[src/rtl/riscv_mem_pkg.sv]
// Shared types for the unified-memory port arbiter.
// State and owner encodings plus default widths.
package riscv_mem_pkg;

    typedef enum logic [1:0] {
        IDLE  = 2'd0,
        GNT_D = 2'd1,
        GNT_I = 2'd2,
        RESP  = 2'd3
    } arb_state_e;

    typedef enum logic {
        OWN_I = 1'b0,
        OWN_D = 1'b1
    } owner_e;

    localparam int ADDR_W_DEF        = 64;
    localparam int DATA_W_DEF        = 64;
    localparam int INSTR_W_DEF       = 32;
    localparam int TIMEOUT_DEF       = 16;
    localparam int IF_STARVE_MAX_DEF = 4;

endpackage

[src/rtl/mem_watchdog.sv]
// Transaction watchdog: counts enabled cycles, flags expiry.
// Holds at TIMEOUT until cleared.
module mem_watchdog #(
    parameter int TIMEOUT = 16
) (
    input  logic clk,
    input  logic reset,
    input  logic clear,
    input  logic enable,
    output logic expired
);

    localparam int CW = $clog2(TIMEOUT + 1);

    logic [CW-1:0] cnt;

    assign expired = (cnt == CW'(TIMEOUT));

    always_ff @(posedge clk) begin
        if (reset || clear) begin
            cnt <= '0;
        end else if (enable && !expired) begin
            cnt <= cnt + 1'b1;
        end
    end

endmodule

[src/rtl/mem_port_arbiter.sv]
// Arbitrates one memory port between IF fetch and MEM load/store.
// Data has priority; a starvation counter forces fetch through.
module mem_port_arbiter
    import riscv_mem_pkg::*;
#(
    parameter int ADDR_W        = ADDR_W_DEF,
    parameter int DATA_W        = DATA_W_DEF,
    parameter int INSTR_W       = INSTR_W_DEF,
    parameter int TIMEOUT       = TIMEOUT_DEF,
    parameter int IF_STARVE_MAX = IF_STARVE_MAX_DEF
) (
    input  logic               clk,
    input  logic               reset,
    input  logic               if_req,
    input  logic [ADDR_W-1:0]  if_addr,
    output logic [INSTR_W-1:0] if_rdata,
    output logic               if_done,
    input  logic               d_req,
    input  logic               d_we,
    input  logic [ADDR_W-1:0]  d_addr,
    input  logic [DATA_W-1:0]  d_wdata,
    output logic [DATA_W-1:0]  d_rdata,
    output logic               d_done,
    output logic               mem_req,
    output logic               mem_we,
    output logic [ADDR_W-1:0]  mem_addr,
    output logic [DATA_W-1:0]  mem_wdata,
    input  logic [DATA_W-1:0]  mem_rdata,
    input  logic               mem_ack,
    output logic               stall,
    output logic               timeout_err
);

    localparam int SW = $clog2(IF_STARVE_MAX + 1);

    arb_state_e    state;
    owner_e        owner;
    logic [SW-1:0] starve_cnt;
    logic          in_gnt;
    logic          expired;
    logic          starve_full;
    logic          fetch_wins;

    assign in_gnt      = (state == GNT_D) || (state == GNT_I);
    assign owner       = (state == GNT_I) ? OWN_I : OWN_D;
    assign starve_full = (starve_cnt == SW'(IF_STARVE_MAX));
    assign fetch_wins  = if_req && (!d_req || starve_full);
    assign stall       = (if_req & ~if_done) | (d_req & ~d_done);

    mem_watchdog #(
        .TIMEOUT(TIMEOUT)
    ) u_wdog (
        .clk    (clk),
        .reset  (reset),
        .clear  (!in_gnt),
        .enable (in_gnt),
        .expired(expired)
    );

    always_ff @(posedge clk) begin
        if (reset) begin
            state       <= IDLE;
            mem_req     <= 1'b0;
            mem_we      <= 1'b0;
            mem_addr    <= '0;
            mem_wdata   <= '0;
            if_rdata    <= '0;
            d_rdata     <= '0;
            if_done     <= 1'b0;
            d_done      <= 1'b0;
            starve_cnt  <= '0;
            timeout_err <= 1'b0;
        end else begin
            if_done <= 1'b0;
            d_done  <= 1'b0;
            unique case (state)
                IDLE: begin
                    if (fetch_wins) begin
                        state      <= GNT_I;
                        mem_req    <= 1'b1;
                        mem_we     <= 1'b0;
                        mem_addr   <= if_addr;
                        mem_wdata  <= '0;
                        starve_cnt <= '0;
                    end else if (d_req) begin
                        state     <= GNT_D;
                        mem_req   <= 1'b1;
                        mem_we    <= d_we;
                        mem_addr  <= d_addr;
                        mem_wdata <= d_wdata;
                        if (if_req && !starve_full) begin
                            starve_cnt <= starve_cnt + 1'b1;
                        end
                    end
                end
                GNT_D, GNT_I: begin
                    // A same-cycle ack beats watchdog expiry.
                    if (mem_ack || expired) begin
                        state   <= RESP;
                        mem_req <= 1'b0;
                        if (!mem_ack) begin
                            timeout_err <= 1'b1;
                        end
                        if (owner == OWN_I) begin
                            if_done  <= 1'b1;
                            if_rdata <= mem_ack ? mem_rdata[INSTR_W-1:0] : '0;
                        end else begin
                            d_done  <= 1'b1;
                            d_rdata <= (mem_ack && !mem_we) ? mem_rdata : '0;
                        end
                    end
                end
                RESP: begin
                    state <= IDLE;
                end
            endcase
        end
    end

endmodule

[config.mk]
export PLATFORM = sky130hd
export DESIGN_NAME = mem_port_arbiter
export DESIGN_NICKNAME = d
export VERILOG_FILES = /design/src/rtl/riscv_mem_pkg.sv /design/src/rtl/mem_watchdog.sv /design/src/rtl/mem_port_arbiter.sv
export SDC_FILE = /design/constraint.sdc
export NUM_CORES = 1
export LEC_CHECK = 0
export BUFFER_PORTS_ARGS = -buffer_cell sky130_fd_sc_hd__buf_4
export CAP_MARGIN = 20
export CORE_AREA = 2 2 193 195
export DETAILED_ROUTE_END_ITERATION = 8
export DIE_AREA = 0 0 195 197
export RECOVER_POWER = 25
export SYNTH_ARGS = -nofsm -noshare
export SYNTH_HDL_FRONTEND = slang
export SYNTH_HIERARCHICAL = 1
export SYNTH_SLANG_ARGS = --single-unit
[constraint.sdc]
create_clock -name clk -period 2.05 [get_ports clk]
set_input_delay 0.3075 -clock clk [delete_from_list [all_inputs] [get_ports clk]]
set_output_delay 0.3075 -clock clk [all_outputs]
set_load 0.05 [all_outputs]
==> metrics list, run 1 <==
- Ports: slightly below 500
- The worst setup path is of the reg2reg kind.
- Internal power comes to 11.2 mW.
- Result of the run: finished, final reports clean
- Summed over all cells, the static leakage comes to 6.22 nW.
- The share of total power dissipated in combinational logic is 45.6%.
- Die outline width: 195 um
* Master cell of the clock root buffer: sky130_fd_sc_hd__clkbuf_16
- The most used flip-flop cell after synthesis is sky130_fd_sc_hd__dfxtp_1.
- Derived from the worst setup path, the maximum achievable clock frequency is 0.531 GHz.
- RSZ-0062 raised after global routing: no
- Clock tree from TritonCTS: done
- Setup violators final: 0
* Post-synthesis instance total: 1055
- Yosys printed 6 warnings.
- Buffer count from post-CTS setup fixing: 0
* Number of synthesized register bits: between 200 and 250
* Level count of the clock H-tree: 1
- Data arrives at the worst endpoint at between 2 and 2.5 ns.
- Part of the power in the clock network: 23.7%
- Summing every instance area after synthesis gives 9650 um2.
- TNS Setup: 0 ns
* Total congestion overflow after global routing: 0
- In the synthesized netlist the async set-or-reset flop fraction comes to 0%.
* Maximum capacitance violations: 0
- In this run the tool buffered the top-level ports with 491 buffer cells.
- Pin count of the biggest net entering global routing: between 80 and 90
* Fraction of post-synthesis cell area in the top cell type by area: 49.6%
- The worst setup path is launched from a flop.
- The clock passes through at most 3 buffers.
* Slew at the pin closest to its max-slew limit: 0.678 ns
* Routed wire length per instance: 18.0 um
* Clock buffer count from CTS: 28
* Area growth, synth to finish: 61.1%
* Register clock-pin slew on the reported worst setup and hold paths: about 0.06 ns
* Final hold violation count: 0
* Initial antenna violation count: 0
- The count of final max-slew check failures was 0.
- The repair_antennas step left the layout with diodes totalling 0.
- Cell taking the most area after synthesis: sky130_fd_sc_hd__dfxtp_1
* Count of cell instances traversed by the critical path: 8
- Min cycle time layout: approximately 1.9 ns
- Sequential group share of total power: 30.7%
- After clock tree synthesis, the repair step resized 0 gates.
* Sequential fraction of the synthesis area: 49.6%
- Final RePlAce weighted congestion: 0.805
- The floorplan step defined a die boundary enclosing 38400 um2.
* Total power draw: 20.2 mW
- Clock tree synthesis found a total of about 240 sinks.
* Final Cell Area: 15600 um2
- Post-route insts no fill: 2107
* Detailed router's first-iteration violation count: 501
- After detailed routing, the number of vias per cell comes to 5.00.
* Worst hold stages: 3
- Post-detail-place hpwl: 25.5 mm
- Critical path buffers and inverters: 3
* Area inside the core boundary: between 30000 and 40000 um2
- Share of the cycle needed by the critical path after routing: 91.9%
* Drt total wl: about 38 mm
- Count of flip-flops with a built-in enable after synthesis: 0
- Kind of end point of the critical path: flop
* Ratio of cells with drive above 1 in the final layout: 28.7%
- The commonest cells after synthesis are 239 x sky130_fd_sc_hd__dfxtp_1, 106 x sky130_fd_sc_hd__a21oi_1, 77 x sky130_fd_sc_hd__o21ai_0.
- The first detailed-routing pass took 5 iterations.
* Fin Clk Skew: around 0.045 ns
* Cell with the most instances after synthesis: sky130_fd_sc_hd__dfxtp_1
* Net load switching power: 9.05 mW
- Summing all placed instances gives a cell area of roughly 14000 um2.
- Combined global-route utilization of all metal layers: 18.6%
* Final antenna-violating net count: 0
- The slowest stage of the critical path is the sky130_fd_sc_hd__dfxtp_1 cell.
- IR analysis of the VDD net gives a maximum drop of around 0.69 mV.
- Vias post-DR: ~11000
* Wire length of the first global-routing pass: 58.1 mm
- Cells after DPL: 1931
- Starting Density: 26.6%
* Kind of cell with the highest combined delay on the critical path: simple AND/OR/NAND/NOR gates
- The critical path goes through inv_1 -> ha_1 -> nand4bb_4 -> inv_2 -> o211ai_1 -> nor2b_2 -> buf_12 -> a22o_1.
- Post-route DRC: 0
- Maximum cell stage delay along the critical path: 0.38 ns
* Skew-Pair Late Insertion Delay: 0.59 ns
* Max Fanout on Critical Path: 23
- Headroom to the max-slew limit came out at roughly 55%.
- Layout Nets: 1889
- CTS Hold Buffers Added: 128
- Fraction of power spent switching nets: 44.7%
- Synthesis instantiated 40 different standard cells from the library.
* Worst R2R Path Depth: 8
- Vert. Die Dim: approximately 200 um
- Critical Path RT: 2.54 ns
- Mean Syn Cell Area: 9.15 um2
* Biggest area contributors in the synthesized netlist: sky130_fd_sc_hd__dfxtp_1 50%, sky130_fd_sc_hd__a311oi_1 5.9%, sky130_fd_sc_hd__a22o_1 5.7%
- The initialized floorplan defines 70 standard-cell rows.
- Power density over cell area: 1300 nW/um2
- The worst hold path belongs to the class in2reg.
* Synthesized net count: 1323
* Via count of the first global-routing pass: 10400
[power groups by stage]
| stage | registers [mW] | logic (mW) | clock network, mW |
|---|---|---|---|
| final | 6.22 | 9.23 | 4.80 |
| after global routing | 6.34 | 9.80 | 5.13 |
| after CTS | 6.23 | 9.72 | 4.93 |
| after detailed placement | 6.31 | 9.50 | 0 |
| after global placement | 6.29 | 9.43 | 0 |
| after floorplan | 9.52 | 3.13 | 0 |
[metal layers]
layer / GRT usage, % / vias up / share of wire, %
met5: 0 / - / 0
met4: 6.76 / 0 / 3.2
met3: 4.11 / 73 / 7.0
met2: 32.3 / 422 / 49
met1: 22.6 / 4986 / 41
li1: - / 5045 / -
[stage by stage]
step,hold WS [ns],setup WS [ns],util (%)
floorplan,0.378,0.0900,-
global placement,0.442,0.281,38.1
detailed placement,0.448,0.205,38.1
CTS,0.00207,0.136,44.1
global route,0.0327,0.0568,42.9
finish,0.0284,0.165,42.9
[worst reg2reg max path, cell delays in order (launching register included)]
cell,delay [ns]
sky130_fd_sc_hd__dfxtp_1,0.38
sky130_fd_sc_hd__inv_1,0.08
sky130_fd_sc_hd__ha_1,0.23
sky130_fd_sc_hd__nand4bb_4,0.12
sky130_fd_sc_hd__inv_2,0.09
sky130_fd_sc_hd__o211ai_1,0.24
sky130_fd_sc_hd__nor2b_2,0.29
sky130_fd_sc_hd__buf_12,0.20
sky130_fd_sc_hd__a22o_1,0.16
[logic make-up after synthesis]
logic type	after synthesis	synth area share (%)
adders and majority gates	6	0.778
xor gates and xnor gates	3	0.272
and+or+nand+nor	259	13.7
DFF	239	49.6
buffers and inverters	136	7.15
AOI/OAI and AO/OA	412	28.5
[flip-flops by register name, summed over array words and instances, names as in the netlist, 2 cells and up]
name	flops
d_rdata	64
state	2
u_wdog/cnt	5
if_rdata	32
starve_cnt	3
mem_addr	64
mem_wdata	64
[final timing paths]
kind	slack (ns)	from	end
max	0.17	u_wdog/cnt[0]	if_rdata[6]
min	0.03	if_addr[63]	mem_addr[63]
max reg2reg	0.17	u_wdog/cnt[0]	if_rdata[6]
min reg2reg	0.45	mem_wdata[53]	mem_wdata[53]
[cell usage in the layout, fill, tap and decap left out, types with 3 or more instances in the layout]
master and n:
sky130_fd_sc_hd__buf_4 398, sky130_fd_sc_hd__dfxtp_1 239, sky130_fd_sc_hd__dlygate4sd3_1 128, sky130_fd_sc_hd__clkbuf_1 126, sky130_fd_sc_hd__a21oi_1 105, sky130_fd_sc_hd__o21ai_0 75, sky130_fd_sc_hd__nand2_1 74, sky130_fd_sc_hd__nor2_1 69
sky130_fd_sc_hd__o211ai_1 66, sky130_fd_sc_hd__nand3_1 66, sky130_fd_sc_hd__a311oi_1 65, sky130_fd_sc_hd__a22o_1 63, sky130_fd_sc_hd__nand4b_1 32, sky130_fd_sc_hd__clkbuf_16 28, sky130_fd_sc_hd__o21ai_1 23, sky130_fd_sc_hd__buf_12 16
sky130_fd_sc_hd__inv_1 11, sky130_fd_sc_hd__clkbuf_8 7, sky130_fd_sc_hd__ha_1 6, sky130_fd_sc_hd__nand4_1 4, sky130_fd_sc_hd__xor2_1 3
[area by class of cell]
cell class | instances | area (um2)
clock buffers | 45 | 835
fillers | 3574 | 20700
well taps | 468 | 586
inverters | 13 | 51.3
multi-input cells | 680 | 4210
flip-flops and latches | 239 | 4780
repair buffers | 659 | 5040
clock inverters | 3 | 46.3
Note: power is estimated with default switching activity, not from simulation.
==> run 2: changes to the inputs <==
--- a/config.mk
+++ b/config.mk
@@ -5,11 +5,12 @@
 export SDC_FILE = /design/constraint.sdc
 export NUM_CORES = 1
 export LEC_CHECK = 0
+export ABC_AREA = 1
 export BUFFER_PORTS_ARGS = -buffer_cell sky130_fd_sc_hd__buf_4
 export CAP_MARGIN = 20
-export CORE_AREA = 2 2 193 195
+export CORE_AREA = 2 2 191 193
 export DETAILED_ROUTE_END_ITERATION = 8
-export DIE_AREA = 0 0 195 197
+export DIE_AREA = 0 0 193 195
 export RECOVER_POWER = 25
 export SYNTH_ARGS = -nofsm -noshare
 export SYNTH_HDL_FRONTEND = slang
==> constraint.sdc (replaced) <==
create_clock -name clk -period 1.7 [get_ports clk]
set_input_delay 0.255 -clock clk [delete_from_list [all_inputs] [get_ports clk]]
set_output_delay 0.255 -clock clk [all_outputs]
set_load 0.05 [all_outputs]
==> metrics list, run 2 <==
- For this design, the slowest cell found on the critical path is sky130_fd_sc_hd__dfxtp_2.
- In this run the number of H-tree levels came out at 1.
- The tool flagged a number of max-cap violations equal to 0.
- The first detailed-routing pass took 5 iterations.
- The critical path in this run is classified as reg2reg.
- The filler cells instantiated in the layout total 3475.
- Vert. Die Dim: 195 um
- Routability-driven placement finished with a final weighted congestion of 0.800.
- CP cell instances: inv_2 -> ha_4 -> nand2_2 -> inv_2 -> nand2_2 -> inv_2 -> nor2_4 -> buf_6 -> nor3_4 -> buf_6 -> nand2_8 -> o21ai_2
* Register-to-register setup slack: roughly 0.032 ns
* Post-layout utilization of the core: 49.7%
* Via count of the first global-routing pass: 11900
- The hold violation count in the final report was 0.
- In this run the cell area measured after placement is 15000 um2.
- In this run the horizontal extent of the chip is slightly below 200 um.
- Min-Delay Path Class: in2reg
- The root buffer cell chosen for the clock tree is sky130_fd_sc_hd__clkbuf_16.
* Average vias per placed instance: 4.50
- Share of the cycle needed by the critical path after routing: 98.1%
- The first global-routing pass estimated 60.0 mm of wire.
- Clock-pin slew was measured on the worst setup and hold paths at 0.06 ns.
- Routed wire length per instance: 14.9 um
* Final Cell Area: 17600 um2
- Setup repair after global routing could not meet its margin everywhere.
- At the pin with the least slew margin, the transition time is 0.460 ns.
* Area of combinational cells with multiple inputs: 4550 um2
* Synth cell types: 26
* Critical path buffers and inverters: 5
* Biggest area contributors in the synthesized netlist: sky130_fd_sc_hd__dfxtp_1 45%, sky130_fd_sc_hd__nand2_1 17%, sky130_fd_sc_hd__nand3_1 9.4%
- Registers with the most flip-flops: d_rdata x64, mem_addr x64, mem_wdata x64
- Min cycle time layout: 1.67 ns
- In the synthesized netlist, the cells that appear most often are 493 x sky130_fd_sc_hd__nand2_1, 251 x sky130_fd_sc_hd__inv_1, 239 x sky130_fd_sc_hd__dfxtp_1.
- Setup violations remaining at the end of the flow were counted as 0.
- The floorplan step defined a die boundary enclosing about 38000 um2.
- Ports: 492
- In this design, the critical path's most frequently occurring cell is sky130_fd_sc_hd__inv_2.
- Detailed router's first-iteration violation count: 438
- The final layout contains routed wiring with a total length of ~40 mm.
* Final antenna-violating net count: 0
- Number of synthesized register bits: 239
- Entering global routing, the biggest net connects 72 pins.
* Cell taking the most area after synthesis: sky130_fd_sc_hd__dfxtp_1
* Rel. slew slack: 69.3%
- FMAX: ~0.6 GHz
- Leaving out fill and tap cells, the most frequent cell in the layout is sky130_fd_sc_hd__nand2_1.
- The floorplan has 69 rows.
* Max Fanout on Critical Path: 5
- STA classifies the critical path startpoint as a flop.
- Compared with the post-synthesis result, the final layout area differs by 65.9%.
- For this configuration, the core starts out at a cell density of 30.0%.
- The clock reaches the later pin of the worst-skew pair after 0.55 ns.
* Final Max Slew Viols: 0
- The net count of the finished layout is 2480.
- The most used flip-flop cell after synthesis is sky130_fd_sc_hd__dfxtp_1.
* Commonest cells after routing, fill and taps aside: 489 x sky130_fd_sc_hd__nand2_1, 402 x sky130_fd_sc_hd__buf_4, 246 x sky130_fd_sc_hd__inv_1
- The detailed router placed 12100 vias in this run.
- At the worst endpoint, the required time is 2.18 ns.
- Total power draw: 29.7 mW
- Clock tree from TritonCTS: done
* Combined global-route utilization of all metal layers: about a fifth
- Synthesized net count: 1853
- Post-route DRC: 0
* Sequential fraction of the synthesis area: about 45%
- Of the cells placed in the final design, the portion with a size suffix greater than 1 is between 20% and 30%.
- Number of warnings reported in the yosys synthesis log: 6
- Total congestion overflow after global routing: 0
- Power density over cell area: 1690 nW/um2
* Deepest clock path buffer count: 3
- Detailed placement finished with a half-perimeter wire length of 26.8 mm.
- Mean Syn Cell Area: around 6.7 um2
- The initial antenna violation count is 2.
- Clock buffer count from CTS: 29
* Asr flop ratio synth: 0%
- The mapped netlist covers between 10000 and 15000 um2.
- Leakage power total: 9.04 nW
- Fraction of post-synthesis cell area in the top cell type by area: 45.1%
- Arrival time reported for the critical path endpoint: 2.15 ns
- After floorplanning, the core was sized to cover 35400 um2.
* Maximum cell stage delay along the critical path: 0.32 ns
* Post-synthesis instance total: roughly 1600
- By instance count, the leading cell after synthesis is sky130_fd_sc_hd__nand2_1.
- Between clock sinks in the finished design, the worst skew comes to 0.00748 ns.
- Kind of end point of the critical path: flop
- The flow ran to the end, and the final reports show no timing, DRC or antenna violations.
- Sequential cell area: 4790 um2
* Count of flip-flops with a built-in enable after synthesis: 0
* IR Drop Worst-Case VDD: 1.10 mV
- On the critical path the largest part of the delay comes from buffers and inverters.
- Number of input and output port buffers inserted: 491
- Count of clock tree sinks: 239
run 2: cell type report:
cell class | instances | share of cell area, %
timing repair buffer | 703 | 32.6
multi-input combinational | 986 | 25.9
tap | 461 | 3.28
sequential | 239 | 27.2
clock buffer | 41 | 4.72
antenna | 2 | 0.0284
inverter | 253 | 5.43
clock inverter | 12 | 0.832
run 2: repair_timing:
action                                  in CTS  in global routing
resized for setup                            2                 77
gates cloned                                 0                  4
pin swaps                                    1                  6
hold buffers                               166                  0
hold endpoints to repair                   195                  0
endpoints found under the setup margin       2                 97
setup buffers                                0                  6
run 2: final timing paths:
check	from	to	cells past startpoint
worst min register to register	mem_req	mem_req	2
worst max register to register	u_wdog/cnt[1]	d_rdata[50]	12
worst max-delay path	u_wdog/cnt[1]	d_rdata[50]	12
worst min-delay path	d_addr[59]	mem_addr[59]	5
run 2: tightest hold or removal path: cells and delay by family:
family                 cells  cell delay (ns)
and+or+nand+nor            3             0.16
buffers and inverters      2             0.12
run 2: cells by family after synthesis:
kind of cell | count (synthesis) | share of synthesized area, %
XOR/XNOR | 1 | 0.0826
AND/OR/NAND/NOR | 746 | 29.3
buffers and inverters | 363 | 13.9
AO/OA/AOI/OAI | 230 | 10.9
adder cells (fa/ha/maj) | 6 | 0.708
flip-flops | 239 | 45.1
run 2: power breakdown:
group / switching [mW] / internal (mW)
sequential: 0.934 / 7.32
clock: 2.46 / 3.85
combinational: 10.7 / 4.44
run 2: routing by layer:
layer,part of all wire (%),up-vias,track usage [%]
li1,-,6157,-
met2,50,439,35.7
met5,0,-,0
met1,38,5454,21.0
met3,8.5,96,5.59
met4,4.1,0,8.05
run 2: through the flow:
step / std cells / hold slack, ns / worst slack [ns] / TNS (ns)
finish: 2697 / 0.0202 / 0.0320 / 0
global route: 2697 / 0.0177 / -0.0674 / -1.47
CTS: 2686 / 0.000435 / 0.00216 / 0
detailed placement: 2467 / 0.445 / -0.0430 / -0.0608
global placement: 2467 / 0.444 / 0.0698 / 0
floorplan: 1585 / 0.393 / 0.0580 / 0
==> run 3: changes to the inputs <==
--- a/config.mk
+++ b/config.mk
@@ -8,9 +8,10 @@
 export ABC_AREA = 1
 export BUFFER_PORTS_ARGS = -buffer_cell sky130_fd_sc_hd__buf_4
 export CAP_MARGIN = 20
-export CORE_AREA = 2 2 191 193
+export CORE_AREA = 2 2 192 194
 export DETAILED_ROUTE_END_ITERATION = 8
-export DIE_AREA = 0 0 193 195
+export DIE_AREA = 0 0 194 196
+export PLACE_DENSITY = 0.58
 export RECOVER_POWER = 25
 export SYNTH_ARGS = -nofsm -noshare
 export SYNTH_HDL_FRONTEND = slang
==> constraint.sdc (replaced) <==
create_clock -name clk -period 2.1 [get_ports clk]
set_input_delay 0.315 -clock clk [delete_from_list [all_inputs] [get_ports clk]]
set_output_delay 0.315 -clock clk [all_outputs]
set_load 0.05 [all_outputs]
==> metrics list, run 3 (synthesis gave the netlist of run 2 again) <==
- Result of the run: finished, final reports clean
- Worst R2R Path Depth: 13
- In this design, the stage delay of the slowest critical-path cell is 0.39 ns.
- The placed instances occupy a cell area of 14700 um2.
* Average vias per placed instance: 4.47
* Leakage power total: 8.14 nW
- Via count of the first global-routing pass: 11000
- Arrival time reported for the critical path endpoint: 2.36 ns
- Setup repair after global routing left no endpoint under its margin.
* Area growth, synth to finish: 52.7%
- Cells after DPL: roughly 2500
- Post-detail-place hpwl: about 26 mm
* TNS Setup: 0 ns
- At the pin with the least slew margin, the transition time is 0.695 ns.
- The tree is rooted in a sky130_fd_sc_hd__clkbuf_16.
* Final hold violation count: 0
- Before CTS, the worst setup slack after placement is about 0.19 ns.
- Summing over every cut layer, the via total after detailed routing is 11600.
- Worst hold stages: 3
- The die covers 38000 um2.
- Starting Density: 29.4%
- Buffer count from post-CTS setup fixing: 0
* Post-route insts no fill: 2593
- In this run the tool buffered the top-level ports with 491 buffer cells.
* Part of the power in the clock network: 23.1%
- The largest registers in the layout are d_rdata x64, mem_addr x64, mem_wdata x64.
- Register-to-register setup slack: 0.19 ns
- Vert. Die Dim: 196 um
- Ratio of cells with drive above 1 in the final layout: around 22%
- At the end of the flow the core is filled with cells to 44.9%.
- Together, buffers and inverters on the worst path number 4.
- Share of the cycle needed by the critical path after routing: 90.9%
- IR Drop Worst-Case VDD: 0.902 mV
- The first global-routing pass estimated 58.5 mm of wire.
* Clock buffer count from CTS: 29
* Hold endpoint: d_rdata[12]
- Number of rows created at floorplan: 70
- Summed over all nets, the switching power comes to 11.2 mW.
- The number of antenna diodes in the final layout is 0.
- The critical path in this run is classified as reg2reg.
* Startpoint class of the critical path: flop
* Setup violators final: 0
- Maximum capacitance violations: 0
* Routed wire length per instance: 14.6 um
* Sequential group share of total power: 28.3%
* Most common cell after layout, fill and taps aside: sky130_fd_sc_hd__nand2_1
- Final hold analysis gives a worst-case slack of 0.0271 ns.
- Summing all multi-input logic gate instances after layout gives 4370 um2.
- Post-route DRC: 0
- Rel. slew slack: 53.8%
- Global routing finished with a remaining overflow of 0.
- Detailed router's first-iteration violation count: around 510
* Beginning of the worst register-to-register path: u_wdog/cnt[0]
- CTS built an H-tree with a depth of 1.
- Total power draw: 23.6 mW
* FMAX: 0.524 GHz
* Power density over cell area: 1450 nW/um2
- At the end of routability-driven placement, the weighted congestion stood at 0.840.
- Fill cells in the final layout number 3714.
* Comb pwr share: between 40 and 50%
* Register clock-pin slew on the reported worst setup and hold paths: 0.06 ns
- Count of clock tree sinks: 239
- Summing all non-filler instances in the final layout gives an area of 16200 um2.
- Max Fanout on Critical Path: 59
* Worst Setup Slack, final: 0.190 ns
- Clock tree from TritonCTS: done
- STA classifies the critical path endpoint as a flop.
- End of the worst register-to-register path: d_rdata[21]
- The clock reaches the later pin of the worst-skew pair after 0.55 ns.
- The longest clock path from root to sink contains 3 buffers.
- The detail route stage leaves a number of antenna-violating nets equal to 0.
- In this run switching power makes up 47.4% of total power.
* Highest-delay cell along the critical path: sky130_fd_sc_hd__dfxtp_1
* Min cycle time layout: ~1.9 ns
- In this run the horizontal extent of the chip is 194 um.
- The routed design has 37.8 mm of wire.
- In the global route stage, overall resource usage came out at 18.7%.
- Most Frequent Cell on Critical Path: sky130_fd_sc_hd__nand2_1
- On the final layout, the worst clock skew is between 0.009 and 0.01 ns.
- The count of final max-slew check failures came to 0.
* Sequential cell area: 4780 um2
- Beginning of the worst hold path: mem_rdata[12]
- For this run, the detailed router's first-pass iteration total came to 5.
* Critical Path RT: 2.55 ns
* CP cell instances: inv_1 -> ha_1 -> nand2_1 -> inv_1 -> nand2_1 -> inv_1 -> nor2_4 -> nor2_4 -> nand2_2 -> buf_12 -> nand2_1 -> nand2_1 -> nor2_1
- Cell Int Power: 12.4 mW
- The worst hold path belongs to the class in2reg.
- Area inside the core boundary: 36100 um2
* Layout Nets: about 2400
- Pin count of the biggest net entering global routing: 130
* Ports: 492
* Initial antenna violation count: 0
- Commonest cells after routing, fill and taps aside: 491 x sky130_fd_sc_hd__nand2_1, 388 x sky130_fd_sc_hd__buf_4, 250 x sky130_fd_sc_hd__inv_1
- Kind of cell with the highest combined delay on the critical path: simple AND/OR/NAND/NOR gates
[run 3: changes by cell type in the layout (fill, tap and decap cells not counted), sizes merged]
cell | before | now
buf | 428 | 402
bufinv | 3 | 5
clkbuf | 150 | 156
clkinv | 7 | 3
diode | 2 | 0
dlygate4sd3 | 166 | 83
inv | 255 | 254
nand2 | 498 | 495
[run 3: power by group through the flow]
stage	sequential, mW	clock (mW)	combinational [mW]
finish	6.67	5.45	11.4
global route	6.85	5.81	12.3
CTS	6.70	5.63	12.1
detailed placement	6.77	0	11.9
global placement	6.73	0	11.8
floorplan	11.4	0	3.46
[run 3: layout make-up]
cell class                 count  area share, %
timing repair buffer         598           27.4
clock buffer                  43           5.36
sequential                   239           29.6
multi-input combinational    983           27.0
tap                          468           3.62
inverter                     253           5.90
clock inverter                 9           1.19
[run 3: routing by layer]
metal,share of wire (%),wire length [um],vias up,global-route usage (%)
li1,-,-,5921,-
met1,41,15400,5166,22.1
met2,48,18000,414,32.2
met3,7.6,2890,79,4.90
met4,3.7,1410,0,7.35
met5,0,0,-,0
[run 3: tightest hold or removal path, stage by stage]
cell and delay, ns:
sky130_fd_sc_hd__buf_4 0.09, sky130_fd_sc_hd__a21oi_1 0.05, sky130_fd_sc_hd__nor2_1 0.09
[run 3: worst max path at each step]
stage,slack (ns),end,from,cells after the start
floorplan,0.46,d_rdata[27],u_wdog/cnt[0],13
global placement,0.26,d_rdata[35],u_wdog/cnt[0],12
detailed placement,0.19,d_rdata[53],u_wdog/cnt[0],12
CTS,0.19,d_rdata[53],u_wdog/cnt[0],12
global route,0.004,d_rdata[21],u_wdog/cnt[0],13
finish,0.19,d_rdata[21],u_wdog/cnt[0],13
[run 3: timing repair]
item	in CTS	in global routing
hold buffers	83	0
endpoints found under the hold margin	83	0
resized for setup	0	1
setup endpoints to repair	0	18
